===== config.mk =====
export PLATFORM = sky130hd
export DESIGN_NAME = counter_fifo_core
export DESIGN_NICKNAME = d
export VERILOG_FILES = /design/src/rtl/counter_fifo_core.sv
export SDC_FILE = /design/constraint.sdc
export NUM_CORES = 1
export LEC_CHECK = 0
export BUFFER_PORTS_ARGS = -buffer_cell sky130_fd_sc_hd__buf_2
export CORE_ASPECT_RATIO = 1.1
export CORE_MARGIN = 2
export CORE_UTILIZATION = 40
export DETAILED_ROUTE_END_ITERATION = 12
export PLACE_DENSITY = 0.7
export SYNTH_ARGS = -nofsm -noshare
export SYNTH_HDL_FRONTEND = slang
export SYNTH_SLANG_ARGS = --single-unit

===== constraint.sdc =====
create_clock -name clk -period 4.6 [get_ports clk]
set_clock_uncertainty 0.15 [all_clocks]
set_input_delay 0.23 -clock clk [delete_from_list [all_inputs] [get_ports clk]]
set_output_delay 0.23 -clock clk [all_outputs]
set_load 0.02 [all_outputs]

===== src/rtl/counter_fifo_core.sv =====
// ----------------------------------------------------------------------------
// counter_fifo_core
//
// A 32-bit up/down counter with a wrap interrupt, alongside an independent
// first-word-fall-through byte FIFO.
//
// Ports
//   clk              sole clock, all state updates on the rising edge
//   reset            asynchronous, active-high reset of all state
//   count_we         load count register from count_in (beats counting)
//   config_we        load en/dir/ire from en_in/dir_in/ire_in
//   fifo_we          push fifo_data_in (dropped when full)
//   fifo_re          pop head entry (ignored when empty)
//   count_in         count write data
//   en_in            config write data: count enable
//   dir_in           config write data: 0 = up, 1 = down
//   ire_in           config write data: wrap interrupt enable
//   fifo_data_in     FIFO write data
//   count_out        count register
//   en_out           count enable
//   dir_out          count direction
//   ire_out          wrap interrupt enable
//   lt_1k_out        count_out < 1000 (unsigned)
//   fifo_empty       FIFO holds no entries
//   fifo_full        FIFO holds FIFO_DEPTH entries
//   fifo_word_count  number of stored entries
//   fifo_data_out    head entry, 0x00 while empty
//   irq              one-cycle pulse following a counting wrap
// ----------------------------------------------------------------------------
module counter_fifo_core #(
    parameter int unsigned FIFO_DEPTH = 16
) (
    input  logic        clk,
    input  logic        reset,
    input  logic        count_we,
    input  logic        config_we,
    input  logic        fifo_we,
    input  logic        fifo_re,
    input  logic [31:0] count_in,
    input  logic        en_in,
    input  logic        dir_in,
    input  logic        ire_in,
    input  logic [7:0]  fifo_data_in,
    output logic [31:0] count_out,
    output logic        en_out,
    output logic        dir_out,
    output logic        ire_out,
    output logic        lt_1k_out,
    output logic        fifo_empty,
    output logic        fifo_full,
    output logic [7:0]  fifo_word_count,
    output logic [7:0]  fifo_data_out,
    output logic        irq
);

    localparam int unsigned AW        = $clog2(FIFO_DEPTH);
    localparam logic [7:0]  DEPTH_CNT = 8'(FIFO_DEPTH);

    // ------------------------------------------------------------------------
    // Counter
    // ------------------------------------------------------------------------
    logic [31:0] r_count;
    logic        r_en;
    logic        r_dir;
    logic        r_ire;
    logic        r_irq;

    logic [31:0] w_count_next;
    logic        w_wrap;

    // A load always wins over a step, and a load never counts as a wrap.
    always_comb begin
        w_count_next = r_count;
        w_wrap       = 1'b0;
        if (count_we) begin
            w_count_next = count_in;
        end else if (r_en) begin
            if (r_dir) begin
                w_count_next = r_count - 32'd1;
                w_wrap       = (r_count == 32'h0000_0000);
            end else begin
                w_count_next = r_count + 32'd1;
                w_wrap       = (r_count == 32'hFFFF_FFFF);
            end
        end
    end

    always_ff @(posedge clk or posedge reset) begin
        if (reset) begin
            r_count <= 32'h0;
            r_en    <= 1'b0;
            r_dir   <= 1'b0;
            r_ire   <= 1'b0;
            r_irq   <= 1'b0;
        end else begin
            r_count <= w_count_next;
            r_irq   <= w_wrap & r_ire;
            if (config_we) begin
                r_en  <= en_in;
                r_dir <= dir_in;
                r_ire <= ire_in;
            end
        end
    end

    assign count_out = r_count;
    assign en_out    = r_en;
    assign dir_out   = r_dir;
    assign ire_out   = r_ire;
    assign irq       = r_irq;
    assign lt_1k_out = (r_count < 32'd1000);

    // ------------------------------------------------------------------------
    // FIFO
    // ------------------------------------------------------------------------
    logic [7:0]    r_mem [FIFO_DEPTH];
    logic [AW-1:0] r_wptr;
    logic [AW-1:0] r_rptr;
    logic [7:0]    r_wcount;

    logic w_empty;
    logic w_full;
    logic w_push;
    logic w_pop;

    assign w_empty = (r_wcount == 8'd0);
    assign w_full  = (r_wcount == DEPTH_CNT);
    assign w_push  = fifo_we & ~w_full;
    assign w_pop   = fifo_re & ~w_empty;

    // Storage is not reset; the empty flag masks stale contents.
    always_ff @(posedge clk) begin
        if (w_push) begin
            r_mem[r_wptr] <= fifo_data_in;
        end
    end

    // Pointers are exactly log2(depth) bits wide, so they wrap on their own.
    always_ff @(posedge clk or posedge reset) begin
        if (reset) begin
            r_wptr   <= '0;
            r_rptr   <= '0;
            r_wcount <= 8'd0;
        end else begin
            if (w_push) begin
                r_wptr <= r_wptr + 1'b1;
            end
            if (w_pop) begin
                r_rptr <= r_rptr + 1'b1;
            end
            if (w_push && !w_pop) begin
                r_wcount <= r_wcount + 8'd1;
            end else if (w_pop && !w_push) begin
                r_wcount <= r_wcount - 8'd1;
            end
        end
    end

    assign fifo_empty      = w_empty;
    assign fifo_full       = w_full;
    assign fifo_word_count = r_wcount;
    assign fifo_data_out   = w_empty ? 8'h00 : r_mem[r_rptr];

endmodule


; ---- Word-level counts from Yosys, hierarchy flattened
; Memory sizes are Yosys's and may differ from the RTL's.
; Cells that the tools add are included.
[op_classes]
n_reduce_logical = 8
n_mux = 11
bitwise_logic = 5
add_sub_neg = 6
n_eq_ne = 2
n_lt_le_gt_ge = 1
[op_table]
columns = operator, count
row1 = $mux W32, 3
row2 = $add A32 B1 Y32 const B, 1
row3 = $eq A32 B32 Y1 const B, 1
row4 = $logic_not A32 Y1, 1
row5 = $lt A32 B10 Y1 const B, 1
row6 = $sub A32 B1 Y32 const B, 1
row7 = $mux W8, 3
row8 = $add A4 B1 Y4 const B, 2
row9 = $add A8 B1 Y8 const B, 1
row10 = $eq A8 B5 Y1 const B, 1
row11 = $logic_not A8 Y1, 1
row12 = $sub A8 B1 Y8 const B, 1
row13 = $mux W1, 5
row14 = $reduce_bool A2 Y1, 2
row15 = $and A1 B1 Y1, 3
row16 = $logic_and A1 B1 Y1, 2
row17 = $logic_not A1 Y1, 2
row18 = $not A1 Y1, 2
[totals]
ramBits = 128
elab_cells = 42
memories = 1
register_bits = 52
[memory_table]
columns = memory, words, word_bits, rd, rd_clocked_by_memory_dff, write_ports, line
row1 = r_mem, 16, 8, 1, 0, 1, 116  ; logic [7:0] r_mem [FIFO_DEPTH];

; ---- Depth between registers and ports, before layout
; Gate-level depths: netlist of the first run.
[logic_depth]
word_depth = 7
depth_mapped = 16
depth_no_buf = 15

; ---- Least setup slack after synthesis of the first run
; OpenSTA, ideal clock, no wires.
[synth_timing]
kind = register to register
start = register r_wcount[3] (netlist: fifo_word_count[3])
end = register r_wcount[7] (netlist: fifo_word_count[7])
path_slack_ns = 0.740
period_less_slack_ns = 3.860
setup_time_ns = 0.080
stages_incl_launch_ff = 16
t_required_ns = 4.370
arrival_ns = 3.629
n_path_buf = 1
path_cell_list = dfrtp_1 -> or4_1 -> nor4_1 -> and2_1 -> nor2b_1 -> clkbuf_1 -> ha_1 -> inv_1 -> ha_1 -> a21o_1 -> a21oi_1 -> nor2b_1 -> o21a_1 -> o41ai_1 -> mux2i_1 -> xnor2_1
[synth_via]
elab_chain_cells = 6
[synth_lines]
columns = element, line
row1 = from (decl), 119  ; logic [7:0] r_wcount;
row2 = from (signal assigned), 152  ; r_wcount <= r_wcount + 8'd1;
row3 = from (signal assigned), 154  ; r_wcount <= r_wcount - 8'd1;
row4 = $eq A8 B5 Y1 (*), 127  ; assign w_full = (r_wcount == DEPTH_CNT);
row5 = via fifo_full, 50  ; output logic fifo_full,
row6 = $not A1 Y1 (*), 128  ; assign w_push = fifo_we & ~w_full;
row7 = $and A1 B1 Y1 (*), 128
row8 = via w_push, 123  ; logic w_push;
row9 = $logic_not A1 Y1, 153  ; end else if (w_pop && !w_push) begin
row10 = $logic_and A1 B1 Y1, 153
row11 = $reduce_bool A2 Y1 (no line), n/a
; Mark *: on every way through the listed nets, which the timed path passes. The rest lies on a longest branch. The select of a mux whose other input is x is not followed.
; A chain may end at the register's enable or synchronous reset.

; ---- Worst setup path after layout of the first run
[layout_timing]
start = register r_wcount[3] (netlist: fifo_word_count[3])
end = register r_wcount[7] (netlist: fifo_word_count[7])
[layout_via]
elab_chain_cells = 6
[layout_lines]
columns = element
row1 = "parallel branches: the longest is 6 deep, another holds $sub A8 B1 Y8"
; Several ways; the timed one is not identified. The select of a mux whose other input is x is not followed.

==> results by group, run 1 <==
Die
  • Top-Level Pins: 104
  • Die X: 150 um
  • Initial core utilization: 41.0%
  • Core box area: 0.0230 sq mm
  • Die Y: 165 um
  • Die area: 0.0248 sq mm
  • Row count: 58

Critical path
  • Worst r2r src: fifo_word_count[3]$_DFFE_PP0P_
  • Worst-path fanout max: 10
  • Worst path bufs/invs: 3
  • Critical Path RT: 4.80 ns
  • Critical R2R Capture: fifo_word_count[7]$_DFFE_PP0P_
  • Top delay family on crit path: simple AND/OR/NAND/NOR gates
  • Reg2reg path depth: 16
  • Critical path's most frequent cell: nor2b_1
  • R2R setup slack: 0.64 ns
  • Critical path class: reg -> reg
  • CP Cell Sequence: or4_1 -> nor4_1 -> nor2b_1 -> buf_4 -> nor2b_1 -> inv_2 -> ha_1 -> inv_1 -> ha_1 -> a21o_1 -> a21oi_1 -> nor2b_1 -> o21a_1 -> o41ai_1 -> mux2i_1 -> xnor2_1
  • Arr. time, crit path: 4.16 ns
  • Worst Setup End Kind: flop
  • CP Launch Type: flop
  • Slowest stage delay, CP: 0.55 ns
  • Slowest cell on the critical path: or4_1
  • CP Depth: 16

Finish
  • Layout Cells excl Fill: 1188
  • Final net count: 968
  • Area growth, synth to finish: 19.8%
  • Final Util: 49.1%
  • Layout cells sized above 1: 22.6%
  • Antenna Cells: 0

Clock tree
  • CTS root buf: clkbuf_16
  • Bufs on Longest Clock Path: 2
  • Number of buffers created by CTS: 17
  • Clk sink count: 180
  • CTS Hold Buffers Added: 40
  • CTS tree: built
  • Worst-path clk slew: 0.08 ns
  • Clock H-tree levels: 4
  • Gates resized, CTS repair: 0
  • Clock latency on the worst-skew pair: 0.43 ns
  • Post-CTS setup buffers: 0

Yosys
  • Asr flop ratio synth: 28.9%
  • Syn Inst Count: 744
  • Synth Register Bits: 180
  • Synthesis Warnings: 0
  • Yosys top cell area share: 40.8%
  • Leading area contributor after synthesis: edfxtp_1
  • Register area share after synthesis: 54.6%
  • Syn nets: 837
  • Synth Flop Type: edfxtp_1
  • Syn Std Cell Area: 0.00943 sq mm
  • Avg Inst Size Synth: 12.7 sq um
  • EDFF count, synth: 128
  • Largest cells by area after synthesis: edfxtp_1, dfrtp_1, mux4_2
  • Synth unique cells: 59

STA
  • # setup viols final: 0
  • Fmax: 252 MHz
  • Slew @ Worst Pin: 1.05 ns
  • Setup TNS: 0 ns
  • Final setup margin: 0.638 ns
  • Setup repair after global routing missed its margin: false
  • Worst slew margin: 29.1%
  • Tmin final: 3.96 ns
  • Slew Viols, Final: 0
  • Final hold violation count: 0
  • Ratio of final minimum period to clock period: 86.1%

Power and ir drop
  • Power Total: 0.00631 W
  • Leak: 4.26 nW
  • Worst VDD drop: 0.000272 V
  • Power Dens Cells: 559 mW/mm^2

Route
  • Vias: 6634
  • Total Wirelength: 23300 um
  • Vias per cell: 5.58
  • DRT iter0 DRCs: 476
  • First drt pass iteration count: 5
  • Wire length per cell: 19.6 um
  • # DRC: 0
  • Routed Antenna Nets: 0

Global routing
  • Largest net degree at the start of global routing: 76
  • First-pass GRT wire length: 36200 um
  • Remaining global-route overflow: 0
  • Initial antenna violation count: 0
  • Total Routing Usage GR: 19.2%
  • Vias in the first global route: 6589

Placed design
  • Final Wtd Congestion: 0.910
  • Half-perimeter wire length after placement: 15900 um
  • IO buf count: 103
  • Setup WS pre-CTS: 0.658 ns
  • Cell count after placement: 1116

Flow run
  • Maxcap violations: 0

Hold path
  • Hold path startpoint: fifo_data_in[3]
  • Hold path depth: 1
  • Endpoint, Worst Hold: r_mem[0][3]$_DFFE_PP_
  • Hold WC Path Type: in -> reg

Run status
  • Outcome: finished clean
final cells by class:
type                       count  area (sq um)
clock inverter                15           215
tap                          300           375
timing repair buffer         151           976
clock buffer                  17           425
inverter                      17          63.8
sequential                   180          5150
multi-input combinational    508          4090
fill                        1976         11700
metal layers:
metal / up-vias / wire length, um / GRT usage, %
met5: - / 0 / 0
met2: 248 / 11600 / 31.9
met1: 3218 / 9490 / 25.0
met4: 0 / 561 / 6.56
li1: 3131 / - / -
met3: 37 / 1610 / 4.12
worst register-to-register path, stage by stage, from the launching register on:
cell	delay (ns)
dfrtp_1	0.41
or4_1	0.55
nor4_1	0.22
nor2b_1	0.17
buf_4	0.19
nor2b_1	0.11
inv_2	0.09
ha_1	0.16
inv_1	0.16
ha_1	0.31
a21o_1	0.17
a21oi_1	0.22
nor2b_1	0.07
o21a_1	0.18
o41ai_1	0.32
mux2i_1	0.27
xnor2_1	0.14
registers in the layout, summed over array words and instances, names as in the netlist:
register and flops:
ire_out 1, fifo_word_count 8, r_mem 128, irq 1, dir_out 1, r_wptr 4
r_rptr 4, count_out 32, en_out 1
stage by stage:
| stage | hold slack [ns] | instance area, sq um |
|---|---|---|
| floorplan | 0.176 | 9430 |
| global placement | 0.289 | 10300 |
| detailed placement | 0.295 | 10300 |
| CTS | 0.00460 | 11300 |
| global route | 0.0231 | 11300 |
| finish | 0.0244 | 11300 |
how the worst max path moves through the flow:
stage                                    from                        endpoint
2_1_floorplan  fifo_word_count[3]$_DFFE_PP0P_  fifo_word_count[7]$_DFFE_PP0P_
3_3_place_gp   fifo_word_count[3]$_DFFE_PP0P_  fifo_word_count[7]$_DFFE_PP0P_
3_5_place_dp   fifo_word_count[3]$_DFFE_PP0P_  fifo_word_count[7]$_DFFE_PP0P_
4_1_cts        fifo_word_count[3]$_DFFE_PP0P_  fifo_word_count[7]$_DFFE_PP0P_
5_1_grt        fifo_word_count[3]$_DFFE_PP0P_  fifo_word_count[7]$_DFFE_PP0P_
6_report       fifo_word_count[3]$_DFFE_PP0P_  fifo_word_count[7]$_DFFE_PP0P_
cells by family after synthesis:
kind of cell / count (synthesis) / synth area share, %
AO/OA/AOI/OAI: 174 / 11.5
XOR/XNOR: 36 / 3.34
adder cells (fa/ha/maj): 44 / 6.00
buffers and inverters: 56 / 2.28
flip-flops: 180 / 54.6
multiplexers: 56 / 11.3
AND/OR/NAND/NOR: 198 / 11.1
Yosys cell counts (2+ instances only):
cell type and number:
a2111oi_0 2, a211o_1 5, a211oi_1 6, a21boi_1 2
a21o_1 14, a21oi_1 56, a21oi_2 2, a22oi_1 2
and2_1 6, and3_1 4, buf_1 8, buf_2 4
clkbuf_1 27, dfrtp_1 52, edfxtp_1 128, fa_1 2
ha_1 42, inv_1 16, mux2_2 3, mux2i_1 13
mux4_2 40, nand2_1 47, nand2b_1 4, nand3_1 6
nand3b_1 5, nand4_1 21, nor2_1 39, nor2b_1 17
nor3_1 8, nor3b_1 18, nor4_1 10, o211ai_1 4
o21a_1 6, o21ai_0 33, o21ai_1 17, o21bai_1 6
o221ai_1 3, o31ai_1 3, or3_1 7, or4_1 3
xnor2_1 28, xor2_1 8
power breakdown:
part           internal (W)  switching (W)
Combinational       0.00113        0.00131
Sequential          0.00199       0.000360
Clock              0.000802       0.000723
Total               0.00392        0.00239
layout by cell type (no fill, tap or decap), types with 7 or more instances in the layout:
master and instances:
a21o_1 14, a21oi_1 56, buf_2 103, buf_4 8
clkbuf_16 17, dfrtp_1 50, dlygate4sd3_1 40, edfxtp_1 128
ha_1 42, inv_1 15, mux2i_1 13, mux4_2 40
nand2_1 47, nand4_1 21, nor2_1 39, nor2b_1 17
nor3b_1 18, nor4_1 10, o21ai_0 33, o21ai_1 17
or3_1 7, xnor2_1 28, xor2_1 8
Power figures use the tool's default switching activity.
==> run 2: changes to the inputs <==
--- a/config.mk
+++ b/config.mk
@@ -6,11 +6,13 @@
 export NUM_CORES = 1
 export LEC_CHECK = 0
 export BUFFER_PORTS_ARGS = -buffer_cell sky130_fd_sc_hd__buf_2
+export CELL_PAD_IN_SITES_DETAIL_PLACEMENT = 2
+export CELL_PAD_IN_SITES_GLOBAL_PLACEMENT = 2
 export CORE_ASPECT_RATIO = 1.1
 export CORE_MARGIN = 2
 export CORE_UTILIZATION = 40
 export DETAILED_ROUTE_END_ITERATION = 12
-export PLACE_DENSITY = 0.7
+export PLACE_DENSITY = 0.91
 export SYNTH_ARGS = -nofsm -noshare
 export SYNTH_HDL_FRONTEND = slang
 export SYNTH_SLANG_ARGS = --single-unit
==> run 2 against run 1 <==
Net effect:
- register-to-register slack worse by 0.25 ns
- sequential cell count unchanged
- sequential share of layout area unchanged
- sequential power up 3%
- non-clock buffer count up 3
- die area unchanged
- final cell count up 0.25%
- largest cell class unchanged
==> results by group, run 2 (synthesized netlist as in run 1, its figures left out) <==
Run status
  • Outcome: finished clean

Route
  • Vias per cell: 6.15 (+10%)
  • Vias: 7320 (+10%)
  • # DRC: 0 (unchanged)
  • Total Wirelength: 34300 um (+47%)
  • DRT iter0 DRCs: 472 (-0.84%)
  • Wire length per cell: 28.8 um (+47%)
  • First drt pass iteration count: 5 (unchanged)
  • Routed Antenna Nets: 0 (unchanged)

Die
  • Die X: 150 um (unchanged)
  • Top-Level Pins: 104 (unchanged)
  • Row count: 58 (unchanged)
  • Initial core utilization: 41.0% (unchanged)
  • Die area: 0.0248 sq mm (unchanged)
  • Core box area: 0.0230 sq mm (unchanged)
  • Die Y: 165 um (unchanged)

STA
  • Setup repair after global routing missed its margin: false
  • Worst hold slack: 0.0300 ns (+0.00558 ns)
  • Worst slew margin: 12.1% (-17 points)
  • Slew @ Worst Pin: 1.31 ns (+0.260 ns)
  • Setup TNS: 0 ns (unchanged)
  • Slew Viols, Final: 0 (unchanged)
  • # setup viols final: 0 (unchanged)
  • Final hold violation count: 0 (unchanged)
  • Tmin final: 4.21 ns (+0.249 ns)
  • Fmax: 237 MHz (-5.9%)
  • Ratio of final minimum period to clock period: 91.5% (+5.4 points)

Finish
  • Fill cell count: 2200 (+11%)
  • Number of flip-flops in the largest register: 128 (unchanged)
  • Layout cells sized above 1: 22.7% (+0.036 points)
  • Register Area: 0.00515 sq mm (unchanged)
  • Area growth, synth to finish: 19.8% (unchanged)
  • Antenna Cells: 0 (unchanged)
  • Most common cell after layout, fill and taps aside: edfxtp_1
  • Final net count: 971 (+0.31%)
  • Final Util: 49.1% (unchanged)
  • Layout Cells excl Fill: 1191 (+0.25%)
  • Multi-input gate area: 0.00408 sq mm (-0.15%)
  • Commonest cells after routing, fill and taps aside: edfxtp_1, buf_2, a21oi_1, dfrtp_1, nand2_1
  • Most flop-heavy register: r_mem

Power and ir drop
  • Worst VDD drop: 0.000245 V (-9.8%)
  • Power Total: 0.00664 W (+5.1%)
  • Internal power: 0.00393 W (+0.24%)
  • Logic pwr share: 40.0% (+1.4 points)
  • Switching share of power: 40.8% (+2.9 points)
  • Flop pwr share: 36.3% (-0.9 points)
  • Clock share of power: 23.7% (-0.5 points)
  • NetSw: 0.00270 W (+13%)
  • Leak: 4.27 nW (+0.17%)
  • Power Dens Cells: 588 mW/mm^2 (+5.1%)

Clock tree
  • Bufs on Longest Clock Path: 2 (unchanged)
  • Worst-path clk slew: 0.08 ns (about the same)
  • Clock H-tree levels: 4 (unchanged)
  • Number of buffers created by CTS: 17 (unchanged)
  • Clk sink count: 180 (unchanged)
  • Clock latency on the worst-skew pair: 0.45 ns (+0.02 ns)
  • CTS root buf: clkbuf_16
  • Post-CTS setup buffers: 0 (unchanged)
  • CTS tree: built

Critical path
  • CP Launch Type: flop
  • Critical path class: reg -> reg
  • Arr. time, crit path: 4.43 ns (+0.27 ns)
  • Critical Path RT: 4.82 ns (+0.02 ns)
  • Worst-path fanout max: 10 (unchanged)
  • Worst Setup End Kind: flop

Global routing
  • First-pass GRT wire length: 52300 um (+45%)
  • Largest net degree at the start of global routing: 76 (unchanged)
  • Initial antenna violation count: 1 (+1)
  • Total Routing Usage GR: 29.0% (+9.7 points)
  • Vias in the first global route: 8135 (+23%)
  • Remaining global-route overflow: 0 (unchanged)

Placed design
  • IO buf count: 103 (unchanged)
  • Final Wtd Congestion: 0.885 (-2.7%)
  • Half-perimeter wire length after placement: 22000 um (+39%)
  • Cell count after placement: 1119 (+0.27%)

Hold path
  • Hold WC Path Type: in -> reg

Flow run
  • Maxcap violations: 0 (unchanged)
==> run 2: metal layers <==
metal | GRT usage (%) | vias up | share of wire [%]
met5 | 0 | - | 0.038
met4 | 8.96 | 2 | 1.9
met3 | 4.09 | 50 | 4.6
met2 | 52.6 | 284 | 54
met1 | 35.4 | 3842 | 39
li1 | - | 3142 | -
==> run 2: area by class of cell <==
type                    instances  share of cell area (%)
repair buffers                154                    8.84
flip-flops and latches        180                    45.6
clock inverters                15                    1.76
clock buffers                  17                    3.77
inverters                      17                   0.565
well taps                     300                    3.32
multi-input cells             508                    36.2
==> run 2: worst paths after layout <==
path                                                     start                             end  slack [ns]  cells after the start
worst max-delay path            fifo_word_count[5]$_DFFE_PP0P_  fifo_word_count[7]$_DFFE_PP0P_        0.39                     16
worst min register to register  fifo_word_count[7]$_DFFE_PP0P_  fifo_word_count[7]$_DFFE_PP0P_        0.39                      1
worst min-delay path                           fifo_data_in[1]           r_mem[5][1]$_DFFE_PP_        0.03                      1
worst max register to register  fifo_word_count[5]$_DFFE_PP0P_  fifo_word_count[7]$_DFFE_PP0P_        0.39                     16
max in group asynchronous                                reset       count_out[30]$_DFFE_PP0P_        3.35                      4
min in group asynchronous                                reset  fifo_word_count[0]$_DFFE_PP0P_        0.39                      4
==> run 2: per-stage QoR <==
stage	worst slack, ns	instance area [sq um]
CTS	0.158	11300
global route	0.0418	11300
floorplan	0.740	9430
finish	0.389	11300
global placement	0.708	10300
detailed placement	0.247	10300
==> run 2: power by group through the flow <==
stage	combinational, W	clock [W]	sequential, W
6_report	0.00265	0.00158	0.00241
5_1_grt	0.00286	0.00164	0.00245
4_1_cts	0.00262	0.00160	0.00240
3_5_place_dp	0.00253	0	0.00242
3_3_place_gp	0.00238	0	0.00238
2_1_floorplan	0.00181	0	0.00228
==> run 2: what timing repair did <==
item	4_1_cts	5_1_grt
hold endpoints to repair	87	0
endpoints found under the setup margin	0	1
hold buffers	40	0
gates resized for setup	0	2
==> run 2: worst max-delay path, stage by stage (launching register included) <==
cell     delay (ns)
dfrtp_1        0.43
or4_1          0.60
nor4_2         0.19
nor2b_1        0.21
buf_4          0.23
nor2b_1        0.13
inv_2          0.10
ha_1           0.19
inv_1          0.18
ha_1           0.35
a21o_1         0.18
a21oi_1        0.22
nor2b_1        0.07
o21a_1         0.20
o41ai_2        0.27
mux2i_1        0.28
xnor2_1        0.15
